File: src/rtl/judge_ctrl_if.sv
// ============================================================================
//  Interface : judge_ctrl_if
//  Purpose   : Groups the scroller-side flags, raw buttons and the
//              score/judge/tone results of judge_ctrl into one bundle.
//              slave  = judge_ctrl side, master = driver/consumer side.
//  Revision  : 1.0  initial release
// ============================================================================
`default_nettype none

interface judge_ctrl_if;
  logic        i_tick;
  logic        i_btn_t1;
  logic        i_btn_t2;
  logic        i_hit_t1;
  logic        i_hit_t2;
  logic        i_pre_hit_t1;
  logic        i_pre_hit_t2;
  logic        i_miss_t1;
  logic        i_miss_t2;
  logic [31:0] i_curr_pitch_t1;
  logic [31:0] i_curr_pitch_t2;
  logic        o_clear_t1_perf;
  logic        o_clear_t1_norm;
  logic        o_clear_t2_perf;
  logic        o_clear_t2_norm;
  logic [15:0] o_score;
  logic [9:0]  o_combo;
  logic [9:0]  o_max_combo;
  logic [1:0]  o_judge;
  logic        o_judge_trk;
  logic        o_judge_valid;
  logic        o_tone_en;
  logic [31:0] o_tone_pitch;

  modport slave (
    input  i_tick, i_btn_t1, i_btn_t2, i_hit_t1, i_hit_t2,
           i_pre_hit_t1, i_pre_hit_t2, i_miss_t1, i_miss_t2,
           i_curr_pitch_t1, i_curr_pitch_t2,
    output o_clear_t1_perf, o_clear_t1_norm, o_clear_t2_perf, o_clear_t2_norm,
           o_score, o_combo, o_max_combo, o_judge, o_judge_trk, o_judge_valid,
           o_tone_en, o_tone_pitch
  );

  modport master (
    output i_tick, i_btn_t1, i_btn_t2, i_hit_t1, i_hit_t2,
           i_pre_hit_t1, i_pre_hit_t2, i_miss_t1, i_miss_t2,
           i_curr_pitch_t1, i_curr_pitch_t2,
    input  o_clear_t1_perf, o_clear_t1_norm, o_clear_t2_perf, o_clear_t2_norm,
           o_score, o_combo, o_max_combo, o_judge, o_judge_trk, o_judge_valid,
           o_tone_en, o_tone_pitch
  );
endinterface

`default_nettype wire

File: src/rtl/judge_ctrl.sv
// ============================================================================
//  Module    : judge_ctrl
//  Purpose   : Hit-judgement stage behind the LCD note scroller. Debounces
//              the two track buttons, grades presses against the slot flags
//              (slot 0 = PERFECT, slot 1 = NORMAL), pulses clears back to the
//              scroller and keeps score / combo / max combo.
//  Option    : JUDGE_TONE_EN - builds the feedback tone latch and timer;
//              when undefined the tone outputs are tied to 0.
//  Revision  : 1.0  initial release
// ============================================================================
`default_nettype none

module judge_ctrl #(
  parameter int DEBOUNCE_MS = 3,
  parameter int LOCK_MS     = 40,
  parameter int PERF_PTS    = 10,
  parameter int NORM_PTS    = 5,
  parameter int TONE_MS     = 120
) (
  input wire          clk,
  input wire          rst,
  judge_ctrl_if.slave bus
);

  localparam int c_DB_W = $clog2(DEBOUNCE_MS + 1);
  localparam int c_LK_W = $clog2(LOCK_MS + 1);
  localparam logic [c_DB_W-1:0] c_DB_LAST = c_DB_W'(DEBOUNCE_MS - 1);
  localparam logic [c_LK_W-1:0] c_LK_LAST = c_LK_W'(LOCK_MS - 1);

  typedef enum logic [1:0] {
    S_IDLE  = 2'd0,
    S_JUDGE = 2'd1,
    S_LOCK  = 2'd2
  } state_t;

  logic [1:0] w_btn;
  logic [1:0] w_hit;
  logic [1:0] w_pre;
  logic [1:0] w_perf;
  logic [1:0] w_norm;

  assign w_btn = {bus.i_btn_t2, bus.i_btn_t1};
  assign w_hit = {bus.i_hit_t2, bus.i_hit_t1};
  assign w_pre = {bus.i_pre_hit_t2, bus.i_pre_hit_t1};

  genvar t;
  for (t = 0; t < 2; t++) begin : g_trk
    logic [1:0]        r_sync;
    logic              r_stable;
    logic              r_armed;
    logic              r_press;
    logic [c_DB_W-1:0] r_db_cnt;
    logic [c_LK_W-1:0] r_lock_cnt;
    state_t            r_state;
    logic              w_rise;

    // Accepted 0->1 change; r_armed blocks a button that was held through reset.
    assign w_rise = bus.i_tick & r_sync[1] & ~r_stable & r_armed & (r_db_cnt == c_DB_LAST);

    // Synchronise, then debounce on ticks: stable level flips after N equal samples.
    always_ff @(posedge clk) begin
      if (rst) begin
        r_sync   <= '0;
        r_stable <= 1'b0;
        r_armed  <= 1'b0;
        r_press  <= 1'b0;
        r_db_cnt <= '0;
      end else begin
        r_sync  <= {r_sync[0], w_btn[t]};
        r_press <= w_rise;
        if (bus.i_tick) begin
          if (r_sync[1] == r_stable) begin
            r_db_cnt <= '0;
            if (!r_stable) r_armed <= 1'b1;
          end else if (r_db_cnt == c_DB_LAST) begin
            r_db_cnt <= '0;
            r_stable <= r_sync[1];
          end else begin
            r_db_cnt <= r_db_cnt + 1'b1;
          end
        end
      end
    end

    // Per-track IDLE -> JUDGE (1 clk) -> LOCK (LOCK_MS ticks) sequencer.
    always_ff @(posedge clk) begin
      if (rst) begin
        r_state    <= S_IDLE;
        r_lock_cnt <= '0;
      end else begin
        case (r_state)
          S_IDLE:  if (r_press) r_state <= S_JUDGE;
          S_JUDGE: begin
            r_state    <= S_LOCK;
            r_lock_cnt <= '0;
          end
          S_LOCK: begin
            if (bus.i_tick) begin
              if (r_lock_cnt == c_LK_LAST) r_state <= S_IDLE;
              else                         r_lock_cnt <= r_lock_cnt + 1'b1;
            end
          end
          default: r_state <= S_IDLE;
        endcase
      end
    end

    // Grade against the flags present during JUDGE; clears exist only then.
    assign w_perf[t] = (r_state == S_JUDGE) & w_hit[t];
    assign w_norm[t] = (r_state == S_JUDGE) & ~w_hit[t] & w_pre[t];
  end

  assign bus.o_clear_t1_perf = w_perf[0];
  assign bus.o_clear_t1_norm = w_norm[0];
  assign bus.o_clear_t2_perf = w_perf[1];
  assign bus.o_clear_t2_norm = w_norm[1];

  logic [15:0] r_score;
  logic [9:0]  r_combo;
  logic [9:0]  r_max_combo;
  logic [1:0]  r_judge;
  logic        r_judge_trk;
  logic        r_judge_valid;

  logic [15:0] w_pts0;
  logic [15:0] w_pts1;
  logic [16:0] w_score_sum;
  logic [15:0] w_score_nx;
  logic [1:0]  w_hits;
  logic [10:0] w_combo_sum;
  logic [9:0]  w_combo_nx;
  logic        w_any_miss;
  logic        w_valid;
  logic [1:0]  w_judge;
  logic        w_trk;

  // Combine both tracks: saturating score/combo and prioritised report.
  always_comb begin
    w_pts0 = '0;
    w_pts1 = '0;
    if (w_perf[0])      w_pts0 = 16'(PERF_PTS);
    else if (w_norm[0]) w_pts0 = 16'(NORM_PTS);
    if (w_perf[1])      w_pts1 = 16'(PERF_PTS);
    else if (w_norm[1]) w_pts1 = 16'(NORM_PTS);
    w_score_sum = {1'b0, r_score} + {1'b0, w_pts0} + {1'b0, w_pts1};
    w_score_nx  = w_score_sum[16] ? 16'hFFFF : w_score_sum[15:0];

    w_hits      = {1'b0, w_perf[0] | w_norm[0]} + {1'b0, w_perf[1] | w_norm[1]};
    w_combo_sum = {1'b0, r_combo} + {9'd0, w_hits};
    w_any_miss  = bus.i_miss_t1 | bus.i_miss_t2;
    if (w_any_miss)                 w_combo_nx = {8'd0, w_hits};
    else if (w_combo_sum > 11'd1023) w_combo_nx = 10'd1023;
    else                            w_combo_nx = w_combo_sum[9:0];

    w_valid = w_any_miss | (|w_perf) | (|w_norm);
    w_judge = 2'd0;
    w_trk   = 1'b0;
    if (bus.i_miss_t1)      begin w_judge = 2'd3; w_trk = 1'b0; end
    else if (bus.i_miss_t2) begin w_judge = 2'd3; w_trk = 1'b1; end
    else if (w_perf[0])     begin w_judge = 2'd1; w_trk = 1'b0; end
    else if (w_perf[1])     begin w_judge = 2'd1; w_trk = 1'b1; end
    else if (w_norm[0])     begin w_judge = 2'd2; w_trk = 1'b0; end
    else if (w_norm[1])     begin w_judge = 2'd2; w_trk = 1'b1; end
  end

  // Register score, combo and the judgement report.
  always_ff @(posedge clk) begin
    if (rst) begin
      r_score       <= '0;
      r_combo       <= '0;
      r_max_combo   <= '0;
      r_judge       <= '0;
      r_judge_trk   <= 1'b0;
      r_judge_valid <= 1'b0;
    end else begin
      r_score       <= w_score_nx;
      r_combo       <= w_combo_nx;
      r_judge_valid <= w_valid;
      if (w_combo_nx > r_max_combo) r_max_combo <= w_combo_nx;
      if (w_valid) begin
        r_judge     <= w_judge;
        r_judge_trk <= w_trk;
      end
    end
  end

  assign bus.o_score       = r_score;
  assign bus.o_combo       = r_combo;
  assign bus.o_max_combo   = r_max_combo;
  assign bus.o_judge       = r_judge;
  assign bus.o_judge_trk   = r_judge_trk;
  assign bus.o_judge_valid = r_judge_valid;

`ifdef JUDGE_TONE_EN
  localparam int c_TN_W = $clog2(TONE_MS + 1);
  localparam logic [c_TN_W-1:0] c_TN_LAST = c_TN_W'(TONE_MS - 1);

  logic              r_tone_en;
  logic [31:0]       r_tone_pitch;
  logic [c_TN_W-1:0] r_tone_cnt;
  logic              w_tone_hit;
  logic [31:0]       w_tone_src;

  // Pick the pitch of the highest-priority graded track.
  always_comb begin
    w_tone_hit = (|w_perf) | (|w_norm);
    if (w_perf[0])      w_tone_src = bus.i_curr_pitch_t1;
    else if (w_perf[1]) w_tone_src = bus.i_curr_pitch_t2;
    else if (w_norm[0]) w_tone_src = bus.i_curr_pitch_t1;
    else                w_tone_src = bus.i_curr_pitch_t2;
  end

  // Tone timer: a hit (re)starts it, a miss kills it immediately.
  always_ff @(posedge clk) begin
    if (rst) begin
      r_tone_en    <= 1'b0;
      r_tone_pitch <= '0;
      r_tone_cnt   <= '0;
    end else if (w_any_miss) begin
      r_tone_en <= 1'b0;
    end else if (w_tone_hit) begin
      r_tone_en    <= 1'b1;
      r_tone_pitch <= w_tone_src;
      r_tone_cnt   <= '0;
    end else if (r_tone_en && bus.i_tick) begin
      if (r_tone_cnt == c_TN_LAST) r_tone_en  <= 1'b0;
      else                         r_tone_cnt <= r_tone_cnt + 1'b1;
    end
  end

  assign bus.o_tone_en    = r_tone_en;
  assign bus.o_tone_pitch = r_tone_pitch;
`else
  logic w_unused_pitch;
  assign w_unused_pitch   = ^{bus.i_curr_pitch_t1, bus.i_curr_pitch_t2};
  assign bus.o_tone_en    = 1'b0;
  assign bus.o_tone_pitch = 32'd0;
`endif

endmodule

`default_nettype wire

File: src/flat_wrapper.sv
// flat-port wrapper written by rule: the top's interface ports become plain ports
module judge_ctrl_flat 
#(
  parameter int DEBOUNCE_MS = 3,
  parameter int LOCK_MS     = 40,
  parameter int PERF_PTS    = 10,
  parameter int NORM_PTS    = 5,
  parameter int TONE_MS     = 120
)
  (clk, rst, bus_i_tick, bus_i_btn_t1, bus_i_btn_t2, bus_i_hit_t1, bus_i_hit_t2, bus_i_pre_hit_t1, bus_i_pre_hit_t2, bus_i_miss_t1, bus_i_miss_t2, bus_i_curr_pitch_t1, bus_i_curr_pitch_t2, bus_o_clear_t1_perf, bus_o_clear_t1_norm, bus_o_clear_t2_perf, bus_o_clear_t2_norm, bus_o_score, bus_o_combo, bus_o_max_combo, bus_o_judge, bus_o_judge_trk, bus_o_judge_valid, bus_o_tone_en, bus_o_tone_pitch);
  judge_ctrl_if bus_i ();
  input wire clk;
  input wire rst;
  input wire logic [$bits(bus_i.i_tick)-1:0] bus_i_tick;
  input wire logic [$bits(bus_i.i_btn_t1)-1:0] bus_i_btn_t1;
  input wire logic [$bits(bus_i.i_btn_t2)-1:0] bus_i_btn_t2;
  input wire logic [$bits(bus_i.i_hit_t1)-1:0] bus_i_hit_t1;
  input wire logic [$bits(bus_i.i_hit_t2)-1:0] bus_i_hit_t2;
  input wire logic [$bits(bus_i.i_pre_hit_t1)-1:0] bus_i_pre_hit_t1;
  input wire logic [$bits(bus_i.i_pre_hit_t2)-1:0] bus_i_pre_hit_t2;
  input wire logic [$bits(bus_i.i_miss_t1)-1:0] bus_i_miss_t1;
  input wire logic [$bits(bus_i.i_miss_t2)-1:0] bus_i_miss_t2;
  input wire logic [$bits(bus_i.i_curr_pitch_t1)-1:0] bus_i_curr_pitch_t1;
  input wire logic [$bits(bus_i.i_curr_pitch_t2)-1:0] bus_i_curr_pitch_t2;
  output wire logic [$bits(bus_i.o_clear_t1_perf)-1:0] bus_o_clear_t1_perf;
  output wire logic [$bits(bus_i.o_clear_t1_norm)-1:0] bus_o_clear_t1_norm;
  output wire logic [$bits(bus_i.o_clear_t2_perf)-1:0] bus_o_clear_t2_perf;
  output wire logic [$bits(bus_i.o_clear_t2_norm)-1:0] bus_o_clear_t2_norm;
  output wire logic [$bits(bus_i.o_score)-1:0] bus_o_score;
  output wire logic [$bits(bus_i.o_combo)-1:0] bus_o_combo;
  output wire logic [$bits(bus_i.o_max_combo)-1:0] bus_o_max_combo;
  output wire logic [$bits(bus_i.o_judge)-1:0] bus_o_judge;
  output wire logic [$bits(bus_i.o_judge_trk)-1:0] bus_o_judge_trk;
  output wire logic [$bits(bus_i.o_judge_valid)-1:0] bus_o_judge_valid;
  output wire logic [$bits(bus_i.o_tone_en)-1:0] bus_o_tone_en;
  output wire logic [$bits(bus_i.o_tone_pitch)-1:0] bus_o_tone_pitch;
  assign bus_i.i_tick = bus_i_tick;
  assign bus_i.i_btn_t1 = bus_i_btn_t1;
  assign bus_i.i_btn_t2 = bus_i_btn_t2;
  assign bus_i.i_hit_t1 = bus_i_hit_t1;
  assign bus_i.i_hit_t2 = bus_i_hit_t2;
  assign bus_i.i_pre_hit_t1 = bus_i_pre_hit_t1;
  assign bus_i.i_pre_hit_t2 = bus_i_pre_hit_t2;
  assign bus_i.i_miss_t1 = bus_i_miss_t1;
  assign bus_i.i_miss_t2 = bus_i_miss_t2;
  assign bus_i.i_curr_pitch_t1 = bus_i_curr_pitch_t1;
  assign bus_i.i_curr_pitch_t2 = bus_i_curr_pitch_t2;
  assign bus_o_clear_t1_perf = bus_i.o_clear_t1_perf;
  assign bus_o_clear_t1_norm = bus_i.o_clear_t1_norm;
  assign bus_o_clear_t2_perf = bus_i.o_clear_t2_perf;
  assign bus_o_clear_t2_norm = bus_i.o_clear_t2_norm;
  assign bus_o_score = bus_i.o_score;
  assign bus_o_combo = bus_i.o_combo;
  assign bus_o_max_combo = bus_i.o_max_combo;
  assign bus_o_judge = bus_i.o_judge;
  assign bus_o_judge_trk = bus_i.o_judge_trk;
  assign bus_o_judge_valid = bus_i.o_judge_valid;
  assign bus_o_tone_en = bus_i.o_tone_en;
  assign bus_o_tone_pitch = bus_i.o_tone_pitch;
  judge_ctrl #(.DEBOUNCE_MS(DEBOUNCE_MS), .LOCK_MS(LOCK_MS), .PERF_PTS(PERF_PTS), .NORM_PTS(NORM_PTS), .TONE_MS(TONE_MS)) u_core (.clk(clk), .rst(rst), .bus(bus_i));
endmodule
File: config.mk
export PLATFORM = sky130hd
export DESIGN_NAME = judge_ctrl_flat
export DESIGN_NICKNAME = d
export VERILOG_FILES = /design/src/rtl/judge_ctrl_if.sv /design/src/rtl/judge_ctrl.sv /design/src/flat_wrapper.sv
export SDC_FILE = /design/constraint.sdc
export NUM_CORES = 1
export LEC_CHECK = 0
export CAP_MARGIN = 20
export CORE_AREA = 2 2 98 100
export CTS_CLUSTER_DIAMETER = 30
export CTS_CLUSTER_SIZE = 8
export DETAILED_ROUTE_END_ITERATION = 7
export DIE_AREA = 0 0 100 102
export PLACE_DENSITY_LB_ADDON = 0.15
export REMOVE_ABC_BUFFERS = 1
export SLEW_MARGIN = 15
export SYNTH_ARGS = -nofsm -noshare
export SYNTH_HDL_FRONTEND = slang
export SYNTH_SLANG_ARGS = --single-unit
File: constraint.sdc
create_clock -name clk -period 5.35 [get_ports clk]
set_input_delay 1.07 -clock clk [delete_from_list [all_inputs] [get_ports clk]]
set_output_delay 1.07 -clock clk [all_outputs]
set_load 0.02 [all_outputs]
# Word-level counts from Yosys, hierarchy flattened

Cells that the tools add are included.

$add $sub $neg: 8
Order comparisons: 2
Equal/unequal tests: 18
Muxes and demuxes: 37
Bitwise gates (word level): 25
Reduce and logical (&&, ||, !) cells: 14

Operator list:

| kind                   | count |
|---|---|
| $mux W16               | 3 |
| $mux W2                | 16 |
| $mux W6                | 4 |
| $pmux W6 S2            | 2 |
| $reduce_and A3 Y1      | 8 |
| $mux W10               | 2 |
| $add A16 B16 Y17       | 1 |
| $add A17 B16 Y17       | 1 |
| $and A1 B1 Y1          | 14 |
| $add A6 B1 Y6 const B  | 2 |
| $eq A6 B6 Y1 const B   | 2 |
| $pmux W2 S3            | 2 |
| $add A10 B2 Y11        | 1 |
| $gt A11 B10 Y1 const B | 1 |
| $gt A10 B10 Y1         | 1 |
| $eq A2 B2 Y1 const B   | 4 |
| $ne A2 B1 Y1 const B   | 4 |
| $ne A2 B2 Y1 const B   | 4 |
| $mux W1                | 6 |
| $mux W3                | 2 |
| $not A1 Y1             | 6 |
| $or A1 B1 Y1           | 5 |
| $add A2 B1 Y2 const B  | 2 |
| $eq A2 B1 Y1 const B   | 2 |
| 5 further kinds        | 9 |

Register bits: 70
Output and inout port bits: 77
Word-level logic and storage cells: 124

# Logic depth before layout (Yosys ltp)

Gate-level depths: netlist (run 1).

Depth in word-level cells: 10
Gate-level depth with buffers: 15
Mapped depth without buffers: 15

# Least setup slack after synthesis (run 1)

No wires, ideal clock.

Kind: input to register
Start point: in bus_i_hit_t2
End point: reg u_core.r_max_combo[0], in the netlist u_core.bus.o_max_combo[0]
Library setup time: 0.121 ns
Arrival: 4.227 ns
Required time: 5.229 ns
Setup slack: 1.002 ns
Stages on the path: 14
Path buffers: 0
Cell sequence: o21a_1 > ha_1 > ha_1 > fa_1 > nand4_1 > nor3_2 > o31ai_1 > inv_1 > ha_1 > nand2_1 > nor2_1 > a21oi_1 > a221oi_4 > mux2_2

Word-level cells in the longest chain between the ends: 10
Elaborated cells on any way between the ends: 11
Those cells by class: add/sub: 2; order compare: 2; mux: 2; bitwise: 5

RTL lines:

| what                       | RTL line           | text |
|---|---|---|
| from (decl)                | flat_wrapper.sv:18 | `input wire logic [$bits(bus_i.i_hit_t2)-1:0] bus_i_hit_t2;` |
| $not A1 Y1                 | judge_ctrl.sv:110  | `assign w_norm[t] = (r_state == S_JUDGE) & ~w_hit[t] & w_pre[t];` |
| $and A1 B1 Y1 (2 in a row) | judge_ctrl.sv:110  |  |
| $or A1 B1 Y1 (*)           | judge_ctrl.sv:148  | `w_hits = {1'b0, w_perf[0] \| w_norm[0]} + {1'b0, w_perf[1] \| w_norm[1]};` |
| $add A1 B1 Y2 (*)          | judge_ctrl.sv:148  |  |
| $add A10 B2 Y11 (*)        | judge_ctrl.sv:149  | `w_combo_sum = {1'b0, r_combo} + {9'd0, w_hits};` |
| $gt A11 B10 Y1             | judge_ctrl.sv:152  | `else if (w_combo_sum > 11'd1023) w_combo_nx = 10'd1023;` |
| $mux W10 (*)               | judge_ctrl.sv:152  |  |
| $mux W10 (*)               | judge_ctrl.sv:151  | `if (w_any_miss) w_combo_nx = {8'd0, w_hits};` |
| via u_core.w_combo_nx[7]   | judge_ctrl.sv:131  | `logic [9:0] w_combo_nx;` |
| $gt A10 B10 Y1 (*)         | judge_ctrl.sv:179  | `if (w_combo_nx > r_max_combo) r_max_combo <= w_combo_nx;` |
| to (signal assigned)       | judge_ctrl.sv:179  |  |
| to (decl)                  | judge_ctrl.sv:120  | `logic [9:0] r_max_combo;` |

The timed path passes the listed nets; every way through them passes the cells marked *.
A chain may end at the register's enable or synchronous reset.

# Final worst setup path (run 1)

Ends and elaborated chain as after synthesis.

==> run_summary.xml, run 1 <==
<?xml version="1.0" encoding="UTF-8"?>
<metrics>
  <group name="outcome">
    <metric name="outcome" unit="">completed</metric>
  </group>
  <group name="place">
    <metric name="io_buffers" unit="">54</metric>
    <metric name="routabilityCongestion" unit="">0.791</metric>
    <metric name="detailedPlacementHpwl" unit="mm">6.14</metric>
    <metric name="placed_area" unit="µm²">4540</metric>
  </group>
  <group name="clock_tree">
    <metric name="clockBufferDepth" unit="">2</metric>
    <metric name="clk_pin_slew_worst_paths" unit="ns">0.08</metric>
    <metric name="ctsHtreeMaxLevel" unit="">3</metric>
    <metric name="clk_latency" unit="ns">0.34</metric>
    <metric name="cts_made_buffers" unit="">9</metric>
    <metric name="cts_hold_buffers" unit="">0</metric>
    <metric name="cts_root_buf" unit="">clkbuf_8</metric>
    <metric name="cts_resized" unit="">0</metric>
    <metric name="post-cts-setup-buffers" unit="">0</metric>
    <metric name="clock_sink_count" unit="">70</metric>
    <metric name="cts_tree" unit="">yes</metric>
  </group>
  <group name="grt">
    <metric name="use_met2" unit="%">28.7</metric>
    <metric name="global_route.peak_usage_layer" unit="">met2</metric>
    <metric name="via_count_of_the_first_global_routing_pass" unit="">3044</metric>
    <metric name="gr-usage-all-layers" unit="%">17.4</metric>
    <metric name="global_route.overflow_total" unit="">0</metric>
    <metric name="wire_length_of_the_first_global_routing_pass" unit="mm">14.2</metric>
    <metric name="grt_max_degree" unit="">40</metric>
    <metric name="grt_antenna_before_repair" unit="">0</metric>
    <metric name="grt.met3_usage" unit="%">5.06</metric>
    <metric name="grtUsageMet1" unit="%">22.8</metric>
  </group>
  <group name="finish">
    <metric name="stdcell_area" unit="µm²">4770</metric>
    <metric name="area.sequential" unit="µm²">1400</metric>
    <metric name="layout-area-overhead-vs-synth" unit="%">18.4</metric>
    <metric name="fin_nets" unit="">617</metric>
    <metric name="final_layout_size_suffix_gt1_share" unit="%">9.40</metric>
    <metric name="multi_input_comb_area" unit="µm²">2280</metric>
    <metric name="insertedDiodeCount" unit="">0</metric>
    <metric name="count_of_filler_cells_inserted_in_the_layout" unit="">900</metric>
  </group>
  <group name="synth">
    <metric name="synth-seq-cells" unit="">70</metric>
    <metric name="synth-warning-count" unit="">0</metric>
    <metric name="yosysUniqueCellTypes" unit="">62</metric>
    <metric name="synthesized_area_fraction_occupied_by_ao_oa_aoi_and_oai_cells" unit="%">15.8</metric>
    <metric name="synth_area_per_cell" unit="µm²">8.74</metric>
    <metric name="postSynth.asyncResetShare" unit="%">0</metric>
    <metric name="synth_top_area_share" unit="%">34.8</metric>
    <metric name="synth-edff-count" unit="">0</metric>
    <metric name="mappedNetlistArea" unit="µm²">4030</metric>
    <metric name="yosys.area_share.xor_xnor" unit="%">4.35</metric>
    <metric name="synthCells" unit="">461</metric>
    <metric name="synth_simple_gate_area_share" unit="%">20.5</metric>
    <metric name="main_combinational_cell_family_by_area_after_synthesis" unit="">simple AND/OR/NAND/NOR gates</metric>
    <metric name="synth_largest_area_cell" unit="">dfxtp_1</metric>
    <metric name="synth.top_cells.by_area" unit="">dfxtp_1 (35%), ha_1 (6.2%), buf_4 (6.1%), nor2_1 (4.0%), a21oi_1 (4.0%)</metric>
    <metric name="synth-main-ff-cell" unit="">dfxtp_1</metric>
    <metric name="adder_cell_share_of_the_synthesized_area" unit="%">9.19</metric>
    <metric name="multiplexer_share_of_the_synthesized_area" unit="%">3.76</metric>
    <metric name="synth_sequential_area_ratio" unit="%">34.8</metric>
  </group>
  <group name="critical_path">
    <metric name="worst_ep_required_time" unit="ns">5.59</metric>
    <metric name="worst_setup_path_start_kind" unit="">primary input</metric>
    <metric name="critical_path.endpoint_type" unit="">flop</metric>
    <metric name="worstPathMaxFanout" unit="">6</metric>
    <metric name="worstPathArrival" unit="ns">5.01</metric>
    <metric name="crit_type" unit="">in2reg</metric>
  </group>
  <group name="power_and_ir_drop">
    <metric name="vdd_drop_max" unit="V">0.000130</metric>
    <metric name="total_leakage_power" unit="nW">1.86</metric>
    <metric name="pwr_density_cell" unit="nW/µm²">234</metric>
    <metric name="total_power" unit="W">0.00112</metric>
  </group>
  <group name="die">
    <metric name="dieWidth" unit="µm">100</metric>
    <metric name="num_io_pins" unit="">152</metric>
    <metric name="start_util" unit="%">44.3</metric>
    <metric name="row_count" unit="">35</metric>
    <metric name="die_height" unit="µm">102</metric>
    <metric name="area_enclosed_by_the_die_boundary" unit="µm²">10200</metric>
    <metric name="design.core.area" unit="µm²">9110</metric>
  </group>
  <group name="timing">
    <metric name="drv_slew" unit="">0</metric>
    <metric name="setup_total_negative_slack" unit="ns">0</metric>
    <metric name="timing.max_slew.rel_slack" unit="%">52.0</metric>
    <metric name="finalCriticalPeriod" unit="ns">4.78</metric>
    <metric name="achievable_frequency" unit="GHz">0.209</metric>
    <metric name="finalClockSkew" unit="ns">0.00598</metric>
    <metric name="worst_slew_pin_slew" unit="ns">0.720</metric>
    <metric name="timing.final.setup_violations" unit="">0</metric>
    <metric name="finalCritPeriodShare" unit="%">89.3</metric>
    <metric name="rsz0062_at_grt" unit="">no</metric>
    <metric name="hold_viol" unit="">0</metric>
    <metric name="final.hold.worst_slack" unit="ns">0.451</metric>
  </group>
  <group name="detailed_routing">
    <metric name="drt.antenna.violating_nets" unit="">0</metric>
    <metric name="detail_routed_via_count_per_cell" unit="">5.08</metric>
    <metric name="routed_wl" unit="mm">8.48</metric>
    <metric name="remaining_drc_errors" unit="">0</metric>
    <metric name="first_iter_violations" unit="">77</metric>
    <metric name="drtPass1Iterations" unit="">4</metric>
    <metric name="vias_after_detailed_routing" unit="">3211</metric>
    <metric name="route.detailed.wl_per_inst" unit="µm">13.4</metric>
  </group>
  <group name="run">
    <metric name="maxCapViolations" unit="">0</metric>
  </group>
  <group name="worst_hold_path">
    <metric name="min_path_type" unit="">reg2reg</metric>
  </group>
</metrics>
==> cells by family (layout without fill, tap and decap cells) <==
kind of cell / after synthesis / after routing
mux: 14 / 14
buf+inv: 85 / 113
fa+ha+maj: 26 / 26
compound gates: 93 / 93
xor+xnor: 20 / 20
flops: 70 / 70
other cells: 1 / 33
simple gates: 152 / 152
==> cells in the mapped netlist (all sizes together) (8+ instances only) <==
cell type,instances
a21oi,42
ha,20
mux2,9
nand3,14
xnor2,14
dfxtp,70
nor2,43
inv,37
nand2,20
nor3,13
clkbuf,11
nor2b,15
o21ai,9
nand2b,8
buf,37
==> sequential cells by signal, indices dropped and copies added, names as in the netlist <==
| register | cells |
|---|---|
| u_core.bus.o_score | 16 |
| u_core.bus.o_judge_valid | 1 |
| u_core.g_trk.r_db_cnt | 4 |
| u_core.g_trk.r_press | 2 |
| u_core.g_trk.r_lock_cnt | 12 |
| u_core.g_trk.r_sync | 4 |
| u_core.g_trk.r_stable | 2 |
| u_core.g_trk.r_state | 4 |
| u_core.g_trk.r_armed | 2 |
| u_core.bus.o_max_combo | 10 |
| u_core.bus.o_combo | 10 |
| u_core.bus.o_judge | 2 |
| u_core.bus.o_judge_trk | 1 |
==> worst max-delay path: stages <==
cell	delay, ns
clkdlybuf4s50_1	0.46
o21a_1	0.23
ha_1	0.32
ha_1	0.22
fa_1	0.45
nand4_1	0.16
nor3_2	0.09
o31ai_1	0.37
inv_1	0.09
ha_1	0.30
a2111oi_0	0.36
o21ai_0	0.15
a21oi_1	0.24
a221oi_4	0.05
buf_4	0.18
mux2_2	0.27
==> through the flow <==
stage,utilization [%],setup slack (ns),std cells
2_1_floorplan,-,1.00,445
3_3_place_gp,49.8,0.222,615
3_5_place_dp,49.8,0.232,615
4_1_cts,52.3,0.596,631
5_1_grt,52.4,0.238,632
6_report,52.4,0.575,632
==> final cells by class <==
class | count | area share [%]
multi-input combinational | 338 | 47.8
inverter | 37 | 2.91
tap | 111 | 2.91
clock buffer | 11 | 3.17
clock inverter | 5 | 1.70
timing repair buffer | 60 | 12.1
sequential | 70 | 29.4
==> report_power, final <==
group / switching, W / leakage [nW] / internal (W) / total, W
combinational: 0.0000587 / 1.18 / 0.0000315 / 0.0000902
sequential: 0.00000412 / 0.567 / 0.000527 / 0.000531
clock: 0.000208 / 0.116 / 0.000288 / 0.000496
==> path summary, 6_finish.rpt <==
kind                              startpoint                   endpoint  slack (ns)  cells after the start
hold reg to reg      u_core.g_trk[0].r_armed    u_core.g_trk[0].r_press        0.45                      2
setup reg to reg  u_core.g_trk[0].r_state[0]  u_core.bus.o_max_combo[0]        0.92                     16
setup / recovery                bus_i_hit_t2  u_core.bus.o_max_combo[0]        0.57                     16
hold / removal       u_core.g_trk[0].r_armed    u_core.g_trk[0].r_press        0.45                      2
==> layer usage <==
| metal | up-vias | wire length (µm) |
|---|---|---|
| li1 | 1650 | - |
| met1 | 1486 | 4150 |
| met2 | 66 | 3950 |
| met3 | 9 | 310 |
| met4 | 0 | 75 |
| met5 | - | 0 |
==> layout by cell type (no fill, tap or decap), drive strengths merged, types with 3 or more instances in the layout <==
cell type / n
nand4: 3
nor4: 5
o211ai: 4
o21bai: 4
nand2: 20
dfxtp: 70
nand2b: 8
o21ai: 9
mux2i: 5
conb: 33
a21oi: 42
fa: 6
mux2: 9
nor2b: 15
a211oi: 6
nor4b: 4
clkbuf: 12
clkdlybuf4s50: 53
nor3b: 5
inv: 37
nand3: 14
xnor2: 14
nand3b: 3
o21a: 5
nor3: 13
xor2: 6
and3: 5
nor2: 43
buf: 6
a31oi: 5
ha: 20
No activity file was read; power rests on OpenSTA's default activity.
==> inputs of run 2 (changes only) <==
Settings changed: CTS_BUF_LIST set to sky130_fd_sc_hd__clkbuf_8 sky130_fd_sc_hd__clkbuf_16, SLEW_MARGIN 15 to 10.
==> run 2 against run 1 <==
  * Global-route usage did not move
  * Hold slack unchanged
  * Clock skew stayed put
  * Final cell count unchanged
  * Routed wire length unchanged
  * Fmax unchanged
  * Clock power barely moved
  * Highest routed layer unchanged
==> run_summary.xml, run 2 (synthesis gave the netlist of run 1 again) <==
<?xml version="1.0" encoding="UTF-8"?>
<metrics>
  <group name="clock_tree">
    <metric name="ctsHtreeMaxLevel" unit="">3</metric>
    <metric name="clk_pin_slew_worst_paths" unit="ns">0.08</metric>
    <metric name="cts_tree" unit="">yes</metric>
    <metric name="cts_resized" unit="">0</metric>
    <metric name="cts_root_buf" unit="">clkbuf_8</metric>
    <metric name="clock_sink_count" unit="">70</metric>
    <metric name="cts_hold_buffers" unit="">0</metric>
    <metric name="cts_made_buffers" unit="">9</metric>
    <metric name="clk_latency" unit="ns">0.34</metric>
    <metric name="post-cts-setup-buffers" unit="">0</metric>
    <metric name="clockBufferDepth" unit="">2</metric>
  </group>
  <group name="timing">
    <metric name="finalCriticalPeriod" unit="ns">4.78</metric>
    <metric name="finalCritPeriodShare" unit="%">89.3</metric>
    <metric name="setup_total_negative_slack" unit="ns">0</metric>
    <metric name="worst_slew_pin_slew" unit="ns">0.720</metric>
    <metric name="hold_viol" unit="">0</metric>
    <metric name="finalClockSkew" unit="ns">0.00598</metric>
    <metric name="rsz0062_at_grt" unit="">no</metric>
    <metric name="timing.max_slew.rel_slack" unit="%">52.0</metric>
    <metric name="drv_slew" unit="">0</metric>
    <metric name="achievable_frequency" unit="GHz">0.209</metric>
    <metric name="least_setup_slack_across_all_paths_after_layout" unit="ns">0.575</metric>
    <metric name="timing.final.setup_violations" unit="">0</metric>
  </group>
  <group name="finish">
    <metric name="final_layout_size_suffix_gt1_share" unit="%">9.40</metric>
    <metric name="most_frequent_cells_in_the_layout" unit="">dfxtp_1 (70), clkdlybuf4s50_1 (53), nor2_1 (43), inv_1 (37), conb_1 (33)</metric>
    <metric name="stdcell_area" unit="µm²">4770</metric>
    <metric name="mostFrequentLayoutCell" unit="">dfxtp_1</metric>
    <metric name="stdcell_count" unit="">632</metric>
    <metric name="insertedDiodeCount" unit="">0</metric>
    <metric name="layout-area-overhead-vs-synth" unit="%">18.4</metric>
    <metric name="fin_nets" unit="">617</metric>
    <metric name="count_of_filler_cells_inserted_in_the_layout" unit="">900</metric>
    <metric name="largest_register_ff_count" unit="">16</metric>
  </group>
  <group name="detailed_routing">
    <metric name="routed_wl" unit="mm">8.48</metric>
    <metric name="route.detailed.wl_per_inst" unit="µm">13.4</metric>
    <metric name="drt.antenna.violating_nets" unit="">0</metric>
    <metric name="detail_routed_via_count_per_cell" unit="">5.08</metric>
    <metric name="vias_after_detailed_routing" unit="">3211</metric>
    <metric name="drtPass1Iterations" unit="">4</metric>
    <metric name="first_iter_violations" unit="">77</metric>
    <metric name="remaining_drc_errors" unit="">0</metric>
  </group>
  <group name="critical_path">
    <metric name="timing.critical_path.max_delay_family" unit="">compound AO/OA/AOI/OAI gates</metric>
    <metric name="cp_slowest_stage_delay" unit="ns">0.46</metric>
    <metric name="critPathBufInv" unit="">3</metric>
    <metric name="crit-reg2reg-capture" unit="">u_core.bus.o_max_combo[0]</metric>
    <metric name="critical_path.endpoint_type" unit="">flop</metric>
    <metric name="crit_chain" unit="">clkdlybuf4s50_1, o21a_1, ha_1, ha_1, fa_1, nand4_1, nor3_2, o31ai_1, inv_1, ha_1, a2111oi_0, o21ai_0, a21oi_1, a221oi_4, buf_4, mux2_2</metric>
    <metric name="regToRegStartpoint" unit="">u_core.g_trk[0].r_state[0]</metric>
    <metric name="regToRegSetupSlack" unit="ns">0.92</metric>
    <metric name="worstPathMaxFanout" unit="">6</metric>
    <metric name="worst-r2r-cell-count" unit="">16</metric>
    <metric name="worst_ep_required_time" unit="ns">5.59</metric>
    <metric name="worst_setup_path_start_kind" unit="">primary input</metric>
    <metric name="crit_slowest_cell" unit="">clkdlybuf4s50_1</metric>
    <metric name="path_common_cell" unit="">ha_1</metric>
    <metric name="crit_type" unit="">in2reg</metric>
    <metric name="worstPathArrival" unit="ns">5.01</metric>
  </group>
  <group name="place">
    <metric name="io_buffers" unit="">54</metric>
    <metric name="preCtsSetupSlack" unit="ns">0.232</metric>
    <metric name="detailedPlacementHpwl" unit="mm">6.14</metric>
    <metric name="dp_cells" unit="">615</metric>
    <metric name="placed_area" unit="µm²">4540</metric>
    <metric name="routabilityCongestion" unit="">0.791</metric>
  </group>
  <group name="die">
    <metric name="dieWidth" unit="µm">100</metric>
    <metric name="num_io_pins" unit="">152</metric>
    <metric name="start_util" unit="%">44.3</metric>
    <metric name="area_enclosed_by_the_die_boundary" unit="µm²">10200</metric>
    <metric name="row_count" unit="">35</metric>
    <metric name="design.core.area" unit="µm²">9110</metric>
    <metric name="die_height" unit="µm">102</metric>
  </group>
  <group name="grt">
    <metric name="global_route.overflow_total" unit="">0</metric>
    <metric name="wire_length_of_the_first_global_routing_pass" unit="mm">14.2</metric>
    <metric name="grt_antenna_before_repair" unit="">0</metric>
    <metric name="via_count_of_the_first_global_routing_pass" unit="">3044</metric>
    <metric name="gr-usage-all-layers" unit="%">17.4</metric>
    <metric name="grt_max_degree" unit="">40</metric>
  </group>
  <group name="power_and_ir_drop">
    <metric name="total_leakage_power" unit="nW">1.86</metric>
    <metric name="pwr_density_cell" unit="nW/µm²">234</metric>
    <metric name="vdd_drop_max" unit="V">0.000130</metric>
  </group>
  <group name="outcome">
    <metric name="outcome" unit="">completed</metric>
  </group>
  <group name="run">
    <metric name="maxCapViolations" unit="">0</metric>
  </group>
  <group name="worst_hold_path">
    <metric name="min_path_type" unit="">reg2reg</metric>
    <metric name="holdPathStages" unit="">2</metric>
    <metric name="holdCritStartpoint" unit="">u_core.g_trk[0].r_armed</metric>
    <metric name="hold_crit_endpoint" unit="">u_core.g_trk[0].r_press</metric>
  </group>
</metrics>
[run 2: worst min-delay path: cells and delay by family, from the launching register on]
family | cells | cell delay (ns)
DFF | 1 | 0.32
and+or+nand+nor | 2 | 0.10
[run 2: worst max-delay path by stage]
| stage | endpoint | cells past startpoint | from | slack, ns |
|---|---|---|---|---|
| final | u_core.bus.o_max_combo[0] | 16 | bus_i_hit_t2 | 0.57 |
| after global routing | u_core.bus.o_max_combo[5] | 16 | bus_i_hit_t2 | 0.24 |
| after CTS | u_core.bus.o_max_combo[0] | 16 | bus_i_hit_t2 | 0.60 |
| after detailed placement | u_core.bus.o_max_combo[0] | 16 | bus_i_hit_t2 | 0.23 |
| after global placement | u_core.bus.o_max_combo[4] | 16 | bus_i_hit_t2 | 0.22 |
| after floorplan | u_core.bus.o_max_combo[0] | 14 | bus_i_hit_t2 | 1.00 |
[run 2: layout make-up]
type                            count  area (µm²)  share of cell area (%)
Sequential cell                    70        1400                    29.4
Clock buffer                       11         151                    3.17
Tap cell                          111         139                    2.91
Multi-Input combinational cell    338        2280                    47.8
Clock inverter                      5        81.3                    1.70
Timing Repair Buffer               60         578                    12.1
Inverter                           37         139                    2.91
[run 2: metrics by stage]
stage	power [W]	hold slack [ns]	util, %
CTS	0.00113	0.454	52.3
global placement	0.000632	0.429	49.8
floorplan	0.000595	0.414	-
finish	0.00112	0.451	52.4
global route	0.00116	0.473	52.4
detailed placement	0.000633	0.427	49.8
[run 2: layer usage]
layer	vias up	routed length [µm]	GRT usage [%]
li1	1650	-	-
met1	1486	4150	22.8
met2	66	3950	28.7
met3	9	310	5.06
met4	0	75	4.11
met5	-	0	0
[run 2: power breakdown]
part	internal (W)	leakage (nW)	switching (W)
Clock	0.000288	0.116	0.000208
Combinational	0.0000315	1.18	0.0000587
Sequential	0.000527	0.567	0.00000412
Total	0.000846	1.86	0.000271
